===== src/rtl/difftest_uart_mux.sv =====
// difftest_uart_mux
//   Shares one simulation UART output among NUM_REQ requesters (per-core
//   uart taps). Each requester writes into a private FIFO. The output is
//   granted one whole line at a time, round-robin, so text from different
//   cores never interleaves mid-line.
//
// Ports
//   clock      sole clock
//   reset      asynchronous reset, active low
//   req_valid  [NUM_REQ]    per-requester character valid
//   req_ch     [8*NUM_REQ]  characters, requester i on bits [8i+7:8i]
//   req_ready  [NUM_REQ]    requester FIFO not full
//   out_valid               character available to the endpoint
//   out_ch     [8]          character to print
//   out_src    [SRC_W]      requester currently (or last) granted
//   out_ready               endpoint accepts the character
//   drop_cnt   [32]         saturating count of rejected valid cycles

// Per-requester lane: FIFO, newline counter, idle timer, eligibility.
module difftest_uart_mux_lane #(
  parameter int          DEPTH   = 16,
  parameter int          FT      = 1024,
  parameter logic [7:0]  NEWLINE = 8'h0A
) (
  input  logic       clock,
  input  logic       reset,
  input  logic       push_valid,
  input  logic [7:0] push_ch,
  input  logic       pop,
  input  logic       granted,
  output logic       ready,
  output logic       empty,
  output logic       last,
  output logic       pushed,
  output logic [7:0] head,
  output logic       eligible
);
  localparam int AW = $clog2(DEPTH);
  localparam int CW = AW + 1;
  localparam int TW = $clog2(FT + 1);

  logic [7:0]    mem [DEPTH];
  logic [AW-1:0] wr_ptr, rd_ptr;
  logic [CW-1:0] count, nl_cnt;
  logic [TW-1:0] idle_tmr;
  logic          full, popped, push_nl, pop_nl;

  assign full     = (count == CW'(DEPTH));
  assign empty    = (count == '0);
  assign last     = (count == CW'(1));
  assign ready    = !full;
  assign pushed   = push_valid && !full;
  assign popped   = pop && !empty;
  assign head     = mem[rd_ptr];
  assign push_nl  = pushed && (push_ch == NEWLINE);
  assign pop_nl   = popped && (head == NEWLINE);
  assign eligible = (nl_cnt != '0) || full || (!empty && idle_tmr == TW'(FT));

  // Storage carries no reset; occupancy alone defines validity.
  always_ff @(posedge clock) begin
    if (pushed) mem[wr_ptr] <= push_ch;
  end

  always_ff @(posedge clock or negedge reset) begin
    if (!reset) begin
      wr_ptr   <= '0;
      rd_ptr   <= '0;
      count    <= '0;
      nl_cnt   <= '0;
      idle_tmr <= '0;
    end else begin
      if (pushed) wr_ptr <= wr_ptr + AW'(1);
      if (popped) rd_ptr <= rd_ptr + AW'(1);
      count <= count + CW'(pushed) - CW'(popped);
      case ({push_nl, pop_nl})
        2'b10:   nl_cnt <= nl_cnt + CW'(1);
        2'b01:   nl_cnt <= nl_cnt - CW'(1);
        default: nl_cnt <= nl_cnt;
      endcase
      // Timer measures how long a partial line has sat untouched; it is
      // frozen while the lane owns the output.
      if (pushed || empty)
        idle_tmr <= '0;
      else if (!granted && idle_tmr != TW'(FT))
        idle_tmr <= idle_tmr + TW'(1);
    end
  end
endmodule

module difftest_uart_mux #(
  parameter int          NUM_REQ       = 4,
  parameter int          BUF_DEPTH     = 16,
  parameter int          FLUSH_TIMEOUT = 1024,
  parameter logic [7:0]  NEWLINE       = 8'h0A,
  localparam int         SRC_W         = $clog2(NUM_REQ)
) (
  input  logic                 clock,
  input  logic                 reset,
  input  logic [NUM_REQ-1:0]   req_valid,
  input  logic [8*NUM_REQ-1:0] req_ch,
  output logic [NUM_REQ-1:0]   req_ready,
  output logic                 out_valid,
  output logic [7:0]           out_ch,
  output logic [SRC_W-1:0]     out_src,
  input  logic                 out_ready,
  output logic [31:0]          drop_cnt
);
  localparam logic [0:0]   IDLE   = 1'b0;
  localparam logic [0:0]   SEND   = 1'b1;
  localparam int           SUMW   = $clog2(NUM_REQ + 1);
  localparam logic [SRC_W:0] NREQ_W = (SRC_W+1)'(NUM_REQ);

  logic [0:0]                state;
  logic [SRC_W-1:0]          rr, src_q, rr_next;
  logic [NUM_REQ-1:0]        ready_v, empty_v, last_v, pushed_v, elig;
  logic [NUM_REQ-1:0][7:0]   head_v;
  logic [7:0]                head_sel;
  logic                      sel_empty, pop, line_end;

  genvar i;
  generate
    for (i = 0; i < NUM_REQ; i++) begin : g_lane
      difftest_uart_mux_lane #(
        .DEPTH   (BUF_DEPTH),
        .FT      (FLUSH_TIMEOUT),
        .NEWLINE (NEWLINE)
      ) u_lane (
        .clock      (clock),
        .reset      (reset),
        .push_valid (req_valid[i]),
        .push_ch    (req_ch[8*i +: 8]),
        .pop        (pop && (src_q == SRC_W'(i))),
        .granted    ((state == SEND) && (src_q == SRC_W'(i))),
        .ready      (ready_v[i]),
        .empty      (empty_v[i]),
        .last       (last_v[i]),
        .pushed     (pushed_v[i]),
        .head       (head_v[i]),
        .eligible   (elig[i])
      );
    end
  endgenerate

  assign req_ready = ready_v;
  assign out_src   = src_q;
  assign head_sel  = head_v[src_q];
  assign sel_empty = empty_v[src_q];
  assign out_valid = (state == SEND) && !sel_empty;
  assign out_ch    = out_valid ? head_sel : 8'h00;
  assign pop       = out_valid && out_ready;
  // A line also ends when the pop drains the FIFO (timeout/full grants
  // carry no newline); a same-cycle push keeps the line open.
  assign line_end  = pop && ((head_sel == NEWLINE) ||
                             (last_v[src_q] && !pushed_v[src_q]));
  assign rr_next   = (src_q == SRC_W'(NUM_REQ - 1)) ? '0 : src_q + SRC_W'(1);

  // Round-robin pick: rotate eligibility so rr sits at bit 0, take the
  // lowest set bit, then rotate the offset back into a requester index.
  logic [2*NUM_REQ-1:0] dbl;
  logic [NUM_REQ-1:0]   rot;
  logic [SRC_W-1:0]     pick_off, pick_idx;
  logic [SRC_W:0]       pick_sum;
  logic                 pick_vld;

  always_comb begin
    dbl      = {elig, elig} >> rr;
    rot      = dbl[NUM_REQ-1:0];
    pick_vld = |rot;
    pick_off = '0;
    for (int k = NUM_REQ - 1; k >= 0; k--)
      if (rot[k]) pick_off = SRC_W'(k);
    pick_sum = {1'b0, rr} + {1'b0, pick_off};
    if (pick_sum >= NREQ_W) pick_sum = pick_sum - NREQ_W;
    pick_idx = pick_sum[SRC_W-1:0];
  end

  always_ff @(posedge clock or negedge reset) begin
    if (!reset) begin
      state <= IDLE;
      rr    <= '0;
      src_q <= '0;
    end else begin
      case (state)
        IDLE: if (pick_vld) begin
          src_q <= pick_idx;
          state <= SEND;
        end
        default: if (line_end || sel_empty) begin
          state <= IDLE;
          rr    <= rr_next;
        end
      endcase
    end
  end

  // Drop accounting: one per requester per rejected-valid cycle.
  logic [SUMW-1:0] rej_sum;
  logic [32:0]     drop_next;

  always_comb begin
    rej_sum = '0;
    for (int k = 0; k < NUM_REQ; k++)
      rej_sum = rej_sum + SUMW'(req_valid[k] && !ready_v[k]);
    drop_next = {1'b0, drop_cnt} + 33'(rej_sum);
  end

  always_ff @(posedge clock or negedge reset) begin
    if (!reset) drop_cnt <= '0;
    else        drop_cnt <= drop_next[32] ? 32'hFFFF_FFFF : drop_next[31:0];
  end
endmodule


===== config.mk =====
export PLATFORM = sky130hd
export DESIGN_NAME = difftest_uart_mux
export DESIGN_NICKNAME = d
export VERILOG_FILES = /design/src/rtl/difftest_uart_mux.sv
export SDC_FILE = /design/constraint.sdc
export NUM_CORES = 1
export LEC_CHECK = 0
export BUFFER_PORTS_ARGS = -buffer_cell sky130_fd_sc_hd__buf_2
export CAP_MARGIN = 20
export CORE_AREA = 4 4 275 277
export DETAILED_ROUTE_END_ITERATION = 10
export DIE_AREA = 0 0 279 281
export PLACE_DENSITY_LB_ADDON = 0.15
export SETUP_SLACK_MARGIN = 0.02
export SLEW_MARGIN = 20
export SYNTH_ARGS = -nofsm -noshare
export SYNTH_HDL_FRONTEND = slang
export SYNTH_SLANG_ARGS = --single-unit

===== constraint.sdc =====
create_clock -name clock -period 4.09 [get_ports clock]
set_clock_uncertainty 0.05 [all_clocks]
set_input_delay 0.818 -clock clock [delete_from_list [all_inputs] [get_ports clock]]
set_output_delay 0.818 -clock clock [all_outputs]
set_load 0.005 [all_outputs]

# --- After elaboration in Yosys (flattened, before gate mapping) ---
# Memories as Yosys holds them, arrays and structs flattened.
# Cells that the tools add are included.
totals:
  mem_count: 4
  mem_bits_rw: 512
  word_cells: 230
  regBits: 153
  in_bits: 39
  output_inout_bits: 47
classes:
  n_eq_ne: 36
  shift: 1
  n_bitwise: 1
  n_reduce_logical: 88
  addsub: 35
  magnitude_cmp: 2
  muxes: 39
memory_table:
  columns: ["memory", "depth", "width", "read_ports", "rd_ports_with_merged_regs", "write_ports", "line_no", "rtl"]
  rows:
  - ["g_lane[0].u_lane.mem", 16, 8, 1, 0, 1, "42", "logic [7:0] mem [DEPTH];"]
  - ["g_lane[1].u_lane.mem", 16, 8, 1, 0, 1, "42", null]
  - ["g_lane[2].u_lane.mem", 16, 8, 1, 0, 1, "42", null]
  - ["g_lane[3].u_lane.mem", 16, 8, 1, 0, 1, "42", null]
ops:
  columns: ["operator", "n"]
  rows:
  - ["$mux W11", 8]
  - ["$eq A8 B4 Y1 const B", 9]
  - ["$add A11 B1 Y11 const B", 4]
  - ["$eq A11 B11 Y1 const B", 4]
  - ["$ne A11 B11 Y1 const B", 4]
  - ["$logic_and A1 B1 Y1", 40]
  - ["$pmux W5 S2", 4]
  - ["$add A32 B3 Y33", 1]
  - ["$add A4 B1 Y4 const B", 8]
  - ["$mux W32", 1]
  - ["$add A5 B1 Y5", 4]
  - ["$add A5 B1 Y5 const B", 4]
  - ["$eq A5 B1 Y1 const B", 4]
  - ["$eq A5 B5 Y1 const B", 4]
  - ["$logic_not A5 Y1", 4]
  - ["$reduce_bool A5 Y1", 4]
  - ["$sub A5 B1 Y5", 4]
  - ["$sub A5 B1 Y5 const B", 4]
  - ["$bmux W8 S2", 1]
  - ["$mux W8", 2]
  - ["$reduce_bool A2 Y1", 8]
  - ["$logic_not A1 Y1", 14]
  - ["$logic_or A1 B1 Y1", 14]
  - ["$mux W1", 14]
  - ["other kinds (17)", 34]

# --- Depth between registers and ports, before layout ---
# Gate-level depths: netlist (run 1).
depth:
  depth_word: 12
  ltp_mapped: 19
  mapped_depth_nobuf: 19

# --- Cells and area by module ---
# A second synthesis (run 1) with hierarchy kept.
unflattened:
  hier_cells: 1858
  area_unflattened_um2: 29271.8
by_module_without_submodules:
  columns: ["module", "cells_each", "area_per_inst_um2", "seq_area_each_um2", "n_inst"]
  rows:
  - ["difftest_uart_mux_lane at g_lane[1].u_lane ...", 396, 6660.1, 4569.4, 2]
  - ["difftest_uart_mux_lane at g_lane[3].u_lane", 395, 6658.9, 4569.4, 1]
  - ["difftest_uart_mux_lane at g_lane[0].u_lane", 396, 6641.4, 4569.4, 1]
  - ["difftest_uart_mux", 275, 2651.3, 925.9, 1]

# --- Least setup slack after synthesis (run 1) ---
# OpenSTA, ideal clock, no wires.
synth_path:
  path_kind: "register to register"
  start: "register g_lane[2].u_lane.count[3]"
  end: "register drop_cnt[10]"
  setup_time_ns: 0.068
  period_less_slack_ns: 3.883
  path_slack_ns: 0.207
  required_time_ns: 3.972
  stages_incl_launch_ff: 18
  path_buffers: 3
  arrival_time_ns: 3.765
  path_cell_list: "dfrtp_1 > inv_1 > ha_1 > nor3b_1 > nand3_1 > fa_1 > fa_1 > inv_1 > fa_1 > nand4_1 > nor3_1 > and3_1 > clkbuf_1 > and4_1 > clkbuf_1 > nand2_1 > clkbuf_1 > nand2_1"
synth_via:
  elab_chain_len: 6
synth_rtl:
  columns: ["item", "line_no", "rtl"]
  rows:
  - ["start: declaration", "44", "logic [CW-1:0] count, nl_cnt;"]
  - ["start signal: assignment", "74", "count <= count + CW'(pushed) - CW'(popped);"]
  - ["$eq A5 B5 Y1", "48", "assign full = (count == CW'(DEPTH));"]
  - ["$logic_and A1 B1 Y1", "203", "rej_sum = rej_sum + SUMW'(req_valid[k] && !ready_v[k]);"]
  - ["$add A2 B1 Y3", "203", null]
  - ["$add A3 B1 Y3", "203", null]
  - ["$add A32 B3 Y33", "204", "drop_next = {1'b0, drop_cnt} + 33'(rej_sum);"]
  - ["$mux W32", "209", "else drop_cnt <= drop_next[32] ? 32'hFFFF_FFFF : drop_next[31:0];"]
  - ["end signal: assignment", "209", null]
  - ["end: declaration", "106", "output logic [31:0] drop_cnt"]
# No other way between the ends.
# A chain may end at the register's enable or synchronous reset.

# --- Worst setup path after layout (run 1) ---
layout_path:
  start: "register g_lane[1].u_lane.rd_ptr[0]"
  end: "output out_ch[3]"
layout_via:
  elab_chain_len: 4
layout_rtl:
  columns: ["item", "line_no", "rtl"]
  rows:
  - ["start: declaration", "43", "logic [AW-1:0] wr_ptr, rd_ptr;"]
  - ["start signal: assignment", "73", "if (popped) rd_ptr <= rd_ptr + AW'(1);"]
  - ["$mem_v2 Z16 W8", null, null]
  - ["$bmux W8 S2", "146", "assign head_sel = head_v[src_q];"]
  - ["$mux W8 (not written as such)", "146", null]
  - ["$mux W8", "149", "assign out_ch = out_valid ? head_sel : 8'h00;"]
  - ["end: declaration", "103", "output logic [7:0] out_ch,"]
# No other way between the ends. The select of a mux whose other input is x is not followed.

==> impl_metrics.py, run 1 <==
metrics = {
    "floorplan": {
        "die_y_um": 281,
        "ios": 86,
        "die_area_mm2": 0.0784,
        "initial_core_util_pct": 39.9,
        "die_w_um": 279,
        "core-area_mm2": 0.0728,
        "core.rowCount": 99,
    },
    "yosys": {
        "synth-seq-cells": 665,
        "portion_of_the_post_synthesis_area_used_by_sequential_elements_pct": 66.1,
        "postSynthNetCount": 1975,
        "ys_async_sr_fraction_pct": 23.0,
        "synth-main-ff-cell": "edfxtp_1",
        "synth_cell_types": 66,
        "synth_top_cells_by_count": "edfxtp_1, dfrtp_1, nand2_1",
        "synth.avg_cell_area_um2": 15.7,
        "ys_top_cells_by_area": "edfxtp_1, dfrtp_1, mux4_2",
        "post-synth-top-area-cell": "edfxtp_1",
        "syn_inst": 1851,
        "synth_top_cell_area_share_pct": 52.9,
        "yosys_warning_total": 0,
        "post_synthesis_instance_area_mm2": 0.0291,
        "count_leader_synth": "edfxtp_1",
        "number_of_flops_mapped_to_enable_cells_by_yosys": 512,
    },
    "global_route": {
        "globalRouteTotalUtil_pct": 17.2,
        "first_pass_grt_wire_length_um": 103000,
        "grt.overflow.total": 0,
        "grt_start_max_net_pins": 94,
        "antenna_found_initial": 2,
        "via_count_of_the_first_global_routing_pass": 16900,
    },
    "pwr": {
        "fraction_of_power_spent_switching_nets_pct": 32.1,
        "relative_contribution_of_combinational_cells_to_total_power_pct": 32.3,
        "power_per_cell_area_mw_per_mm2": 670,
        "static-leakage-power_uw": 0.0127,
        "p_switching_uw": 7300,
        "share_clk_of_total_power_pct": 28.8,
        "internal_dissipation_uw": 15500,
        "vdd.ir_drop.worst_mv": 0.376,
        "p_seq_share_pct": 38.9,
    },
    "clock_tree": {
        "clockRootBuffer": "clkbuf_16",
        "cts_buffer_count": 74,
        "total_clock_sinks": 665,
        "insertion_delay_ps": 610,
        "cts_max_path_buffers": 3,
        "clock_tree.htree_level_count": 3,
        "worst_setup_hold_path_clk_slew_ps": 60,
        "postCtsHoldBufs": 0,
        "clock_tree_from_tritoncts": "built",
    },
    "hold_path": {
        "worst_hold_path_type": "input pin to async pin",
    },
    "routing": {
        "drcViolationCount": 0,
        "detailedRoute.firstPassIterationCount": 5,
        "dr_total_vias": 16300,
        "wl_per_cell_um": 21.9,
        "first_iter_violations": 1274,
        "routed_wl_um": 67300,
        "vias_per_cell": 5.29,
        "ant_nets": 0,
    },
    "sta": {
        "slew_headroom_pct": 33.0,
        "finalHoldWorstSlack_ps": 252,
        "setup_slack_ps": 101,
        "timing.final.crit_share_pct": 97.5,
        "min_period_ps": 3990,
        "grt_setup_unrepaired": "true",
        "setup_viol": 0,
        "slew_viol_final": 0,
        "final_hold_viol_count": 0,
        "achievable-frequency_ghz": 0.251,
        "worst-slew-pin-transition_ps": 1000,
    },
    "layout": {
        "post_layout_nonfiller_instances": 3072,
        "design.final.nets": 2178,
        "fillerInstances": 6353,
        "antenna_cells_inserted": 0,
        "syn_to_final_growth_pct": 16.9,
        "final_instance_area_mm2": 0.0340,
        "drive_above_1_share_pct": 23.6,
    },
    "critical_path": {
        "critical_path_buf_inv_count": 3,
        "worst_path_required_time_ps": 3220,
        "critical-path-top-delay-family": "multiplexers",
        "endpoint_kind": "primary output",
        "crit_path_top_delay_cell": "mux4_2",
        "worstPathArrival_ps": 3120,
        "rrSetupSlack_ps": 180,
        "worstPathMaxFanout": 18,
        "max_stage_delay_ps": 520,
        "worst_setup_path_start_kind": "register",
        "timing.setup.critical_path_class": "register to primary output",
        "cp_common_cell": "mux4_2",
        "path_cells": "buf_4 -> buf_12 -> mux4_2 -> a22oi_2 -> nand2_2 -> mux4_2 -> and2_4 -> buf_2",
    },
    "place": {
        "portBuffers": 85,
        "postPlaceCellArea_mm2": 0.0311,
        "place.detailed.hpwl_um": 45200,
        "routabilityCongestion": 0.792,
        "minimum_setup_slack_after_placement_ps": -176,
        "placed_cells": 2919,
    },
    "flow_run": {
        "cap_viol_max_count": 0,
    },
    "run_status": {
        "run_status": "completed",
    },
}
cell usage in the layout (no fill, tap or decap), types with 9 or more instances in the layout:
cell type  instances
edfxtp_1         512
fa_1              10
nor4_1            14
dfrtp_1          144
a22oi_1           12
a21oi_1           33
mux2_2            12
nand2b_1          21
a21o_1            15
nand3_1           46
xor2_1            58
buf_2             84
clkbuf_1          20
and2_1            33
inv_1             80
mux4_2           111
clkbuf_8           9
mux2i_1           29
nand2_1          125
nor3_1            17
clkinv_1          11
xnor2_1           63
nor2_1           120
a22o_1            15
clkbuf_16         79
ha_1              72
mux4_1            13
a221oi_2          14
and4_1            10
clkinv_2           9
nand4_1           22
o21ai_0           32
and3_1            10
buf_4            101
area by class of cell:
cell class / instances / area [um2] / area share (%)
clock inverters: 29 / 269 / 0.792
well taps: 959 / 1200 / 3.53
clock buffers: 106 / 2130 / 6.26
inverters: 81 / 304 / 0.895
flip-flops and latches: 665 / 19200 / 56.6
repair buffers: 199 / 1450 / 4.27
multi-input cells: 1033 / 9400 / 27.7
worst paths after layout:
check	start	to	cells past startpoint
min in group clock	g_lane[1].u_lane.nl_cnt[4]$_DFFE_PN0P_	g_lane[1].u_lane.nl_cnt[4]$_DFFE_PN0P_	1
setup reg to reg	g_lane[2].u_lane.rd_ptr[0]$_DFFE_PN0P_	g_lane[2].u_lane.nl_cnt[4]$_DFFE_PN0P_	18
hold reg to reg	g_lane[1].u_lane.nl_cnt[4]$_DFFE_PN0P_	g_lane[1].u_lane.nl_cnt[4]$_DFFE_PN0P_	1
hold / removal	reset	drop_cnt[28]$_DFF_PN0_	1
setup / recovery	g_lane[1].u_lane.rd_ptr[0]$_DFFE_PN0P_	out_ch[3]	8
max in group asynchronous	reset	g_lane[3].u_lane.rd_ptr[0]$_DFFE_PN0P_	2
metal layers:
metal | part of all wire (%) | routed length, um | global-route usage (%)
met5 | 0 | 0 | 0
met1 | 44 | 29400 | 23.2
met3 | 5.0 | 3380 | 3.75
met2 | 48 | 32400 | 28.0
met4 | 3.1 | 2060 | 5.41
worst register-to-register path, cell delays in order, from the launching register on:
cell	delay, ps
dfrtp_2	390
buf_6	140
buf_4	130
mux4_2	490
a22o_1	240
a221oi_2	260
nand3_1	170
nor4b_2	320
buf_4	160
and4_1	200
ha_2	210
inv_1	80
fa_2	350
inv_1	60
a21o_1	110
a21oi_1	70
xnor2_1	120
nor2_1	130
xor2_1	150
power by group through the flow:
stage	logic, uW	registers, uW	clock network, uW
after floorplan	4800	8620	0
after global placement	6880	8970	0
after detailed placement	6930	9000	0
after CTS	7230	8840	6740
after global routing	8050	8940	7030
final	7350	8840	6570
state kept, by name, summed over array words and instances (netlist names), 16 cells and up:
register / cells
g_lane.u_lane.mem: 512
g_lane.u_lane.nl_cnt: 20
g_lane.u_lane.rd_ptr: 16
g_lane.u_lane.count: 20
g_lane.u_lane.wr_ptr: 16
drop_cnt: 32
g_lane.u_lane.idle_tmr: 44
cell families (layout without fill, tap and decap cells):
group	Yosys count	after routing	share of synthesized area (%)
mux	165	165	11.3
compound gates	172	172	4.12
simple gates	490	490	8.46
xor+xnor	121	121	3.65
flops	665	665	66.1
buf+inv	153	415	2.48
fa+ha+maj	85	85	3.94
repair_timing:
action                                  in CTS  in global routing
endpoints found under the setup margin       8                 17
setup buffers                               11                  5
gates cloned                                 0                  2
resized for setup                           32                 38
pin swaps                                    1                 11
per-stage QoR:
stage	utilization [%]	setup TNS [ps]	power, uW
CTS	46.3	-16.0	22800
floorplan	-	0	13400
finish	46.6	0	22800
detailed placement	42.8	-225	15900
global placement	42.8	-137	15900
global route	46.6	-53.2	24000
(Power assumes the default switching activity.)
==> run 2, diff against run 1 <==
--- a/config.mk
+++ b/config.mk
@@ -11,7 +11,7 @@
 export DETAILED_ROUTE_END_ITERATION = 10
 export DIE_AREA = 0 0 279 281
 export PLACE_DENSITY_LB_ADDON = 0.15
-export SETUP_SLACK_MARGIN = 0.02
+export SETUP_SLACK_MARGIN = 0.5
 export SLEW_MARGIN = 20
 export SYNTH_ARGS = -nofsm -noshare
 export SYNTH_HDL_FRONTEND = slang
==> run 2 against run 1 <==
Against the previous run:
- critical path type unchanged
- fmax increased by 2.9%
- utilization up 2.3 points
- register-to-register slack gained 170 ps
==> impl_metrics.py, run 2 (synthesis results as in run 1) <==
metrics = {
    "critical_path": {
        "worstPathArrival_ps": 3010,
        "worstPathMaxFanout": 12,
        "worst_reg2reg_path_startpoint": "g_lane[2].u_lane.count[3]$_DFF_PN0_",
        "worst_path_required_time_ps": 3220,
        "worst-r2r-cell-count": 19,
        "rrSetupSlack_ps": 350,
        "worst_setup_path_start_kind": "register",
        "endpoint_kind": "primary output",
        "worstReg2RegEnd": "g_lane[3].u_lane.nl_cnt[4]$_DFFE_PN0P_",
        "timing.setup.critical_path_class": "register to primary output",
    },
    "sta": {
        "slew_headroom_pct": 27.5,
        "timing.final.crit_share_pct": 94.8,
        "min_period_ps": 3880,
        "final_hold_viol_count": 0,
        "achievable-frequency_ghz": 0.258,
        "grt_setup_unrepaired": "true",
        "finalHoldWorstSlack_ps": 180,
        "worst-slew-pin-transition_ps": 1080,
        "slew_viol_final": 0,
        "setup_viol": 0,
    },
    "routing": {
        "wl_per_cell_um": 22.1,
        "detailedRoute.firstPassIterationCount": 5,
        "dr_total_vias": 16700,
        "vias_per_cell": 5.29,
        "ant_nets": 0,
        "routed_wl_um": 69700,
        "wl_met1_um": 31400,
        "drcViolationCount": 0,
        "first_iter_violations": 1208,
        "wl_met2_um": 33800,
        "dr_wl_met3_um": 2600,
        "top_layer_used": "met5",
    },
    "layout": {
        "most_common_cell_after_layout_fill_and_taps_aside": "edfxtp_1",
        "largest_register": "g_lane.u_lane.mem",
        "fillerInstances": 6142,
        "design.final.nets": 2263,
        "drive_above_1_share_pct": 31.4,
        "commonest_non_fill_non_tap_cells_in_the_layout": "edfxtp_1, buf_4, dfrtp_1, nand2_1, mux4_2",
        "multiInputGateArea_mm2": 0.0101,
        "largest_reg_flops": 512,
        "postLayoutCoreUtil_pct": 48.9,
        "antenna_cells_inserted": 0,
        "seqCellArea_mm2": 0.0192,
        "largest_registers": "g_lane.u_lane.mem (512), g_lane.u_lane.idle_tmr (44), drop_cnt (32)",
        "syn_to_final_growth_pct": 22.6,
    },
    "floorplan": {
        "die_area_mm2": 0.0784,
        "core-area_mm2": 0.0728,
        "core.rowCount": 99,
        "ios": 86,
        "die_y_um": 281,
        "initial_core_util_pct": 39.9,
        "die_w_um": 279,
    },
    "pwr": {
        "static-leakage-power_uw": 0.0133,
        "p_switching_uw": 7940,
        "vdd.ir_drop.worst_mv": 0.402,
        "fraction_of_power_spent_switching_nets_pct": 32.3,
        "relative_contribution_of_combinational_cells_to_total_power_pct": 36.0,
        "power_per_cell_area_mw_per_mm2": 689,
        "p_seq_share_pct": 36.4,
        "share_clk_of_total_power_pct": 27.6,
        "internal_dissipation_uw": 16600,
        "total_power_uw": 24500,
    },
    "global_route": {
        "first_pass_grt_wire_length_um": 107000,
        "grt.overflow.total": 0,
        "globalRouteTotalUtil_pct": 17.8,
        "via_count_of_the_first_global_routing_pass": 17500,
        "grt_start_max_net_pins": 80,
        "antenna_found_initial": 2,
    },
    "place": {
        "place.detailed.hpwl_um": 45700,
        "portBuffers": 85,
        "routabilityCongestion": 0.782,
    },
    "clock_tree": {
        "clock_tree.htree_level_count": 3,
        "total_clock_sinks": 665,
        "insertion_delay_ps": 610,
        "cts_buffer_count": 74,
        "worst_setup_hold_path_clk_slew_ps": 60,
        "postCtsHoldBufs": 0,
        "clock_tree_from_tritoncts": "built",
        "cts_max_path_buffers": 3,
        "clockRootBuffer": "clkbuf_16",
    },
    "flow_run": {
        "cap_viol_max_count": 0,
    },
    "hold_path": {
        "worst_hold_path_type": "input pin to async pin",
    },
    "run_status": {
        "run_status": "completed",
    },
}
[run 2: through the flow]
stage	instance area (um2)	TNS [ps]	instances	setup slack, ps
after detailed placement	31100	-201	2905	-201
after global routing	35600	0	3156	106
after global placement	31100	-148	2905	-148
after CTS	35000	0	3113	191
final	35600	0	3156	214
after floorplan	29100	0	1851	502
[run 2: power groups by stage]
stage	sequential [uW]	combinational [uW]	clock (uW)
after CTS	8900	8380	6940
after global routing	9030	9520	7250
after detailed placement	9060	6870	0
after global placement	9020	6800	0
after floorplan	8620	4820	0
final	8930	8840	6780
[run 2: per-layer routing]
| layer | global-route usage [%] | vias up |
|---|---|---|
| met4 | 5.15 | 2 |
| met2 | 29.1 | 296 |
| li1 | - | 7631 |
| met3 | 2.96 | 123 |
| met5 | 0 | - |
| met1 | 25.0 | 8648 |
[run 2: area by class of cell]
class                   count  share of cell area, %
clock inverters            35                   1.25
well taps                 959                   3.37
clock buffers              99                   5.72
repair buffers            284                   6.60
flip-flops and latches    665                   54.0
inverters                  81                  0.889
multi-input cells        1033                   28.2
[run 2: worst max path at each step]
| stage | startpoint | end | slack [ps] | cells past startpoint |
|---|---|---|---|---|
| floorplan | req_valid[0] | drop_cnt[30]$_DFF_PN0_ | 500 | 13 |
| global placement | g_lane[1].u_lane.rd_ptr[0]$_DFFE_PN0P_ | g_lane[1].u_lane.nl_cnt[4]$_DFFE_PN0P_ | -150 | 16 |
| detailed placement | g_lane[1].u_lane.rd_ptr[0]$_DFFE_PN0P_ | g_lane[1].u_lane.nl_cnt[4]$_DFFE_PN0P_ | -200 | 16 |
| CTS | g_lane[1].u_lane.rd_ptr[0]$_DFFE_PN0P_ | out_ch[3] | 190 | 7 |
| global route | g_lane[1].u_lane.rd_ptr[0]$_DFFE_PN0P_ | out_ch[4] | 110 | 9 |
| finish | g_lane[2].u_lane.rd_ptr[0]$_DFFE_PN0P_ | out_ch[7] | 210 | 8 |
[run 2: worst max-delay path: stages, from the launching register on]
cell and delay [ps]:
dfrtp_4 540, buf_12 180, buf_4 140, mux4_2 370, a221oi_2 80, buf_4 180
mux4_2 480, nor2_2 250, buf_2 170
[run 2: repair_timing]
item | in CTS | in global routing
setup buffers | 70 | 43
cloned | 4 | 0
endpoints found under the hold margin | 0 | 0
resized for setup | 187 | 74
setup endpoints to repair | 56 | 60
pin swaps | 57 | 67
==> run 3, diff against run 2 <==
--- a/config.mk
+++ b/config.mk
@@ -5,11 +5,12 @@
 export SDC_FILE = /design/constraint.sdc
 export NUM_CORES = 1
 export LEC_CHECK = 0
+export ABC_AREA = 1
 export BUFFER_PORTS_ARGS = -buffer_cell sky130_fd_sc_hd__buf_2
 export CAP_MARGIN = 20
-export CORE_AREA = 4 4 275 277
+export CORE_AREA = 4 4 260 262
 export DETAILED_ROUTE_END_ITERATION = 10
-export DIE_AREA = 0 0 279 281
+export DIE_AREA = 0 0 264 266
 export PLACE_DENSITY_LB_ADDON = 0.15
 export SETUP_SLACK_MARGIN = 0.5
 export SLEW_MARGIN = 20
==> run 3 against run 2 <==
Against the previous run:
- routed wire length up 7.7%
- fmax up 2.6%
- cell area down 0.55%
- first-iteration DRC count up 32%
- non-clock buffer count down 104
- worst hold slack better by 87 ps
- clock power down 3%
- sequential cell count unchanged
- utilization up 5.3 points
- die area down 10%
- clock-buffer cell count down 4
- sequential power down 2%
==> impl_metrics.py, run 3 <==
metrics = {
    "pwr": {
        "p_seq_share_pct": 36.4,
        "power_per_cell_area_mw_per_mm2": 683,
        "internal_dissipation_uw": 15000,
        "fraction_of_power_spent_switching_nets_pct": 37.9,
        "share_clk_of_total_power_pct": 27.3,
        "relative_contribution_of_combinational_cells_to_total_power_pct": 36.4,
        "vdd.ir_drop.worst_mv": 0.486,
        "static-leakage-power_uw": 0.0146,
        "p_switching_uw": 9160,
    },
    "global_route": {
        "globalRouteTotalUtil_pct": 21.0,
        "via_count_of_the_first_global_routing_pass": 21300,
        "grt.overflow.total": 0,
        "antenna_found_initial": 2,
        "grt_start_max_net_pins": 92,
        "first_pass_grt_wire_length_um": 118000,
    },
    "critical_path": {
        "max_stage_delay_ps": 490,
        "worstPathArrival_ps": 4210,
        "path_cells": "inv_2 -> ha_4 -> inv_2 -> nor3_4 -> inv_2 -> nor2_4 -> nand2_2 -> fa_1 -> fa_2 -> inv_2 -> fa_2 -> nand2_4 -> nor3_4 -> nand3_2 -> nor2_4 -> nand3_2 -> nor2_4 -> nand4_4 -> nor2_2 -> inv_2 -> nor2_8 -> nand2_4 -> o21ai_2 -> nand3_1",
        "cp_common_cell": "inv_2",
        "worst_setup_path_start_kind": "register",
        "timing.setup.critical_path_class": "register to register",
        "worstPathMaxFanout": 4,
        "worst_path_required_time_ps": 4520,
        "critical-path-top-delay-family": "simple AND/OR/NAND/NOR gates",
        "crit_path_top_delay_cell": "fa_1",
        "critical_path_buf_inv_count": 5,
        "endpoint_kind": "register",
    },
    "floorplan": {
        "ios": 86,
        "core-area_mm2": 0.0654,
        "die_area_mm2": 0.0702,
        "initial_core_util_pct": 46.7,
        "die_y_um": 266,
        "core.rowCount": 94,
        "die_w_um": 264,
    },
    "yosys": {
        "synth_top_cell_area_share_pct": 50.4,
        "portion_of_the_post_synthesis_area_used_by_sequential_elements_pct": 62.9,
        "synth.avg_cell_area_um2": 10.1,
        "number_of_flops_mapped_to_enable_cells_by_yosys": 512,
        "yosys_warning_total": 0,
        "ys_top_cells_by_area": "edfxtp_1, dfrtp_1, nand2_1",
        "post_synthesis_instance_area_mm2": 0.0305,
        "post-synth-top-area-cell": "edfxtp_1",
        "synth-seq-cells": 665,
        "synth_top_cells_by_count": "nand2_1, edfxtp_1, nor2_1",
        "synth-main-ff-cell": "edfxtp_1",
        "count_leader_synth": "nand2_1",
        "syn_inst": 3021,
        "ys_async_sr_fraction_pct": 23.0,
        "synth_cell_types": 55,
        "postSynthNetCount": 3145,
    },
    "routing": {
        "vias_per_cell": 5.26,
        "drcViolationCount": 0,
        "ant_nets": 0,
        "routed_wl_um": 75000,
        "first_iter_violations": 1594,
        "dr_total_vias": 21500,
        "wl_per_cell_um": 18.3,
        "detailedRoute.firstPassIterationCount": 5,
    },
    "place": {
        "place.detailed.hpwl_um": 46900,
        "postPlaceCellArea_mm2": 0.0319,
        "portBuffers": 85,
        "routabilityCongestion": 0.881,
    },
    "layout": {
        "most_common_cell_after_layout_fill_and_taps_aside": "nand2_1",
        "syn_to_final_growth_pct": 16.1,
        "commonest_non_fill_non_tap_cells_in_the_layout": "nand2_1, edfxtp_1, nor2_1, inv_1, nand3_1",
        "largest_reg_flops": 512,
        "design.final.nets": 3301,
        "drive_above_1_share_pct": 14.1,
        "final_instance_area_mm2": 0.0354,
        "largest_registers": "g_lane.u_lane.mem (512), g_lane.u_lane.idle_tmr (44), drop_cnt (32)",
        "largest_register": "g_lane.u_lane.mem",
    },
    "sta": {
        "slew_viol_final": 0,
        "achievable-frequency_ghz": 0.265,
        "slew_headroom_pct": 31.7,
        "final_hold_viol_count": 0,
        "timing.final.crit_share_pct": 92.3,
        "min_period_ps": 3780,
        "worst-slew-pin-transition_ps": 1020,
        "final.setup.tns_ps": 0,
        "setup_viol": 0,
        "grt_setup_unrepaired": "true",
    },
    "hold_path": {
        "worst_hold_path_type": "input pin to async pin",
    },
    "flow_run": {
        "cap_viol_max_count": 0,
    },
    "clock_tree": {
        "clock_tree_from_tritoncts": "built",
        "postCtsHoldBufs": 0,
        "cts_buffer_count": 73,
        "total_clock_sinks": 665,
        "cts_max_path_buffers": 3,
        "insertion_delay_ps": 600,
        "worst_setup_hold_path_clk_slew_ps": 60,
        "clock_tree.htree_level_count": 3,
        "clockRootBuffer": "clkbuf_16",
    },
    "run_status": {
        "run_status": "completed",
    },
}
==> run 3: changes by cell type in the layout (fill, tap and decap cells not counted), sizes merged, moves of 21 or more <==
cell	before	now
and2	37	1
nand2b	21	0
inv	81	259
xnor2	63	12
a21oi	37	109
nand2	128	881
mux2i	29	1
o21ai	36	131
nor3	19	41
a221oi	23	1
buf	281	177
nand3	46	222
nor2	125	369
mux4	124	0
==> run 3: worst paths after layout <==
| check | slack [ps] | from | endpoint | cells past startpoint |
|---|---|---|---|---|
| hold / removal | 270 | reset | g_lane[2].u_lane.idle_tmr[7]$_DFFE_PN0P_ | 1 |
| setup reg to reg | 310 | g_lane[2].u_lane.count[2]$_DFF_PN0_ | drop_cnt[30]$_DFF_PN0_ | 24 |
| hold reg to reg | 410 | g_lane[1].u_lane.idle_tmr[10]$_DFFE_PN0P_ | g_lane[1].u_lane.idle_tmr[10]$_DFFE_PN0P_ | 1 |
| max in group asynchronous | 2800 | reset | g_lane[3].u_lane.rd_ptr[0]$_DFFE_PN0P_ | 2 |
| min in group clock | 410 | g_lane[1].u_lane.idle_tmr[10]$_DFFE_PN0P_ | g_lane[1].u_lane.idle_tmr[10]$_DFFE_PN0P_ | 1 |
| setup / recovery | 310 | g_lane[2].u_lane.count[2]$_DFF_PN0_ | drop_cnt[30]$_DFF_PN0_ | 24 |
==> run 3: kinds of logic after synthesis <==
group / count (synthesis) / share of synthesized area (%)
and+or+nand+nor: 1573 / 21.7
DFF: 665 / 62.9
buffers and inverters: 365 / 5.14
AOI/OAI and AO/OA: 267 / 4.62
adders and majority gates: 85 / 3.76
xor gates and xnor gates: 65 / 1.87
muxes: 1 / 0.0328
==> run 3: layer usage <==
layer  track usage [%]  wire (um)  up-vias
met3              3.23       4210      141
met2              34.3      36000      562
li1                  -          -    10400
met1              29.1      32600    10500
met4              6.87       2210        2
met5                 0         13        -
==> run 3: metrics by stage <==
step                setup slack (ps)  util, %  instances  hold WS, ps  power, uW
floorplan                        422        -       3021          384      14100
global placement                 171     48.8       3913          401      16400
detailed placement               122     48.8       3913          411      16500
CTS                              230     53.2       4070          299      23700
global route                    24.4     54.2       4095          331      25700
finish                           313     54.2       4096          267      24200
==> run 3: layout make-up <==
cell class | count | area [um2]
diodes | 1 | 2.50
clock buffers | 95 | 1980
repair buffers | 180 | 1450
repair inverters | 2 | 13.8
flip-flops and latches | 665 | 19200
fillers | 5662 | 30000
well taps | 864 | 1080
multi-input cells | 1992 | 10200
inverters | 263 | 1070
clock inverters | 34 | 398
==> run 3: repair_timing <==
action | CTS | global route
gates resized for setup | 68 | 102
pin swaps | 12 | 39
endpoints found under the setup margin | 48 | 51
cloned | 7 | 3
setup buffers | 21 | 22
==> run 3: worst reg2reg max path, cell delays in order (launching register included) <==
cell     delay, ps
dfrtp_1        390
inv_2           90
ha_4           140
inv_2           40
nor3_4         130
inv_2           80
nor2_4         120
nand2_2         60
fa_1           490
fa_2           350
inv_2           70
fa_2           220
nand2_4         60
nor3_4         150
nand3_2        120
nor2_4         110
nand3_2         90
nor2_4         150
nand4_4        110
nor2_2         140
inv_2           70
nor2_8         160
nand2_4         80
o21ai_2        120
nand3_1         80
==> run 3: power by group through the flow <==
stage	Combinational, uW	Clock (uW)	Sequential, uW
6_report	8790	6590	8790
5_1_grt	9780	7020	8890
4_1_cts	8160	6720	8780
3_5_place_dp	7640	0	8880
3_3_place_gp	7510	0	8850
2_1_floorplan	5470	0	8660
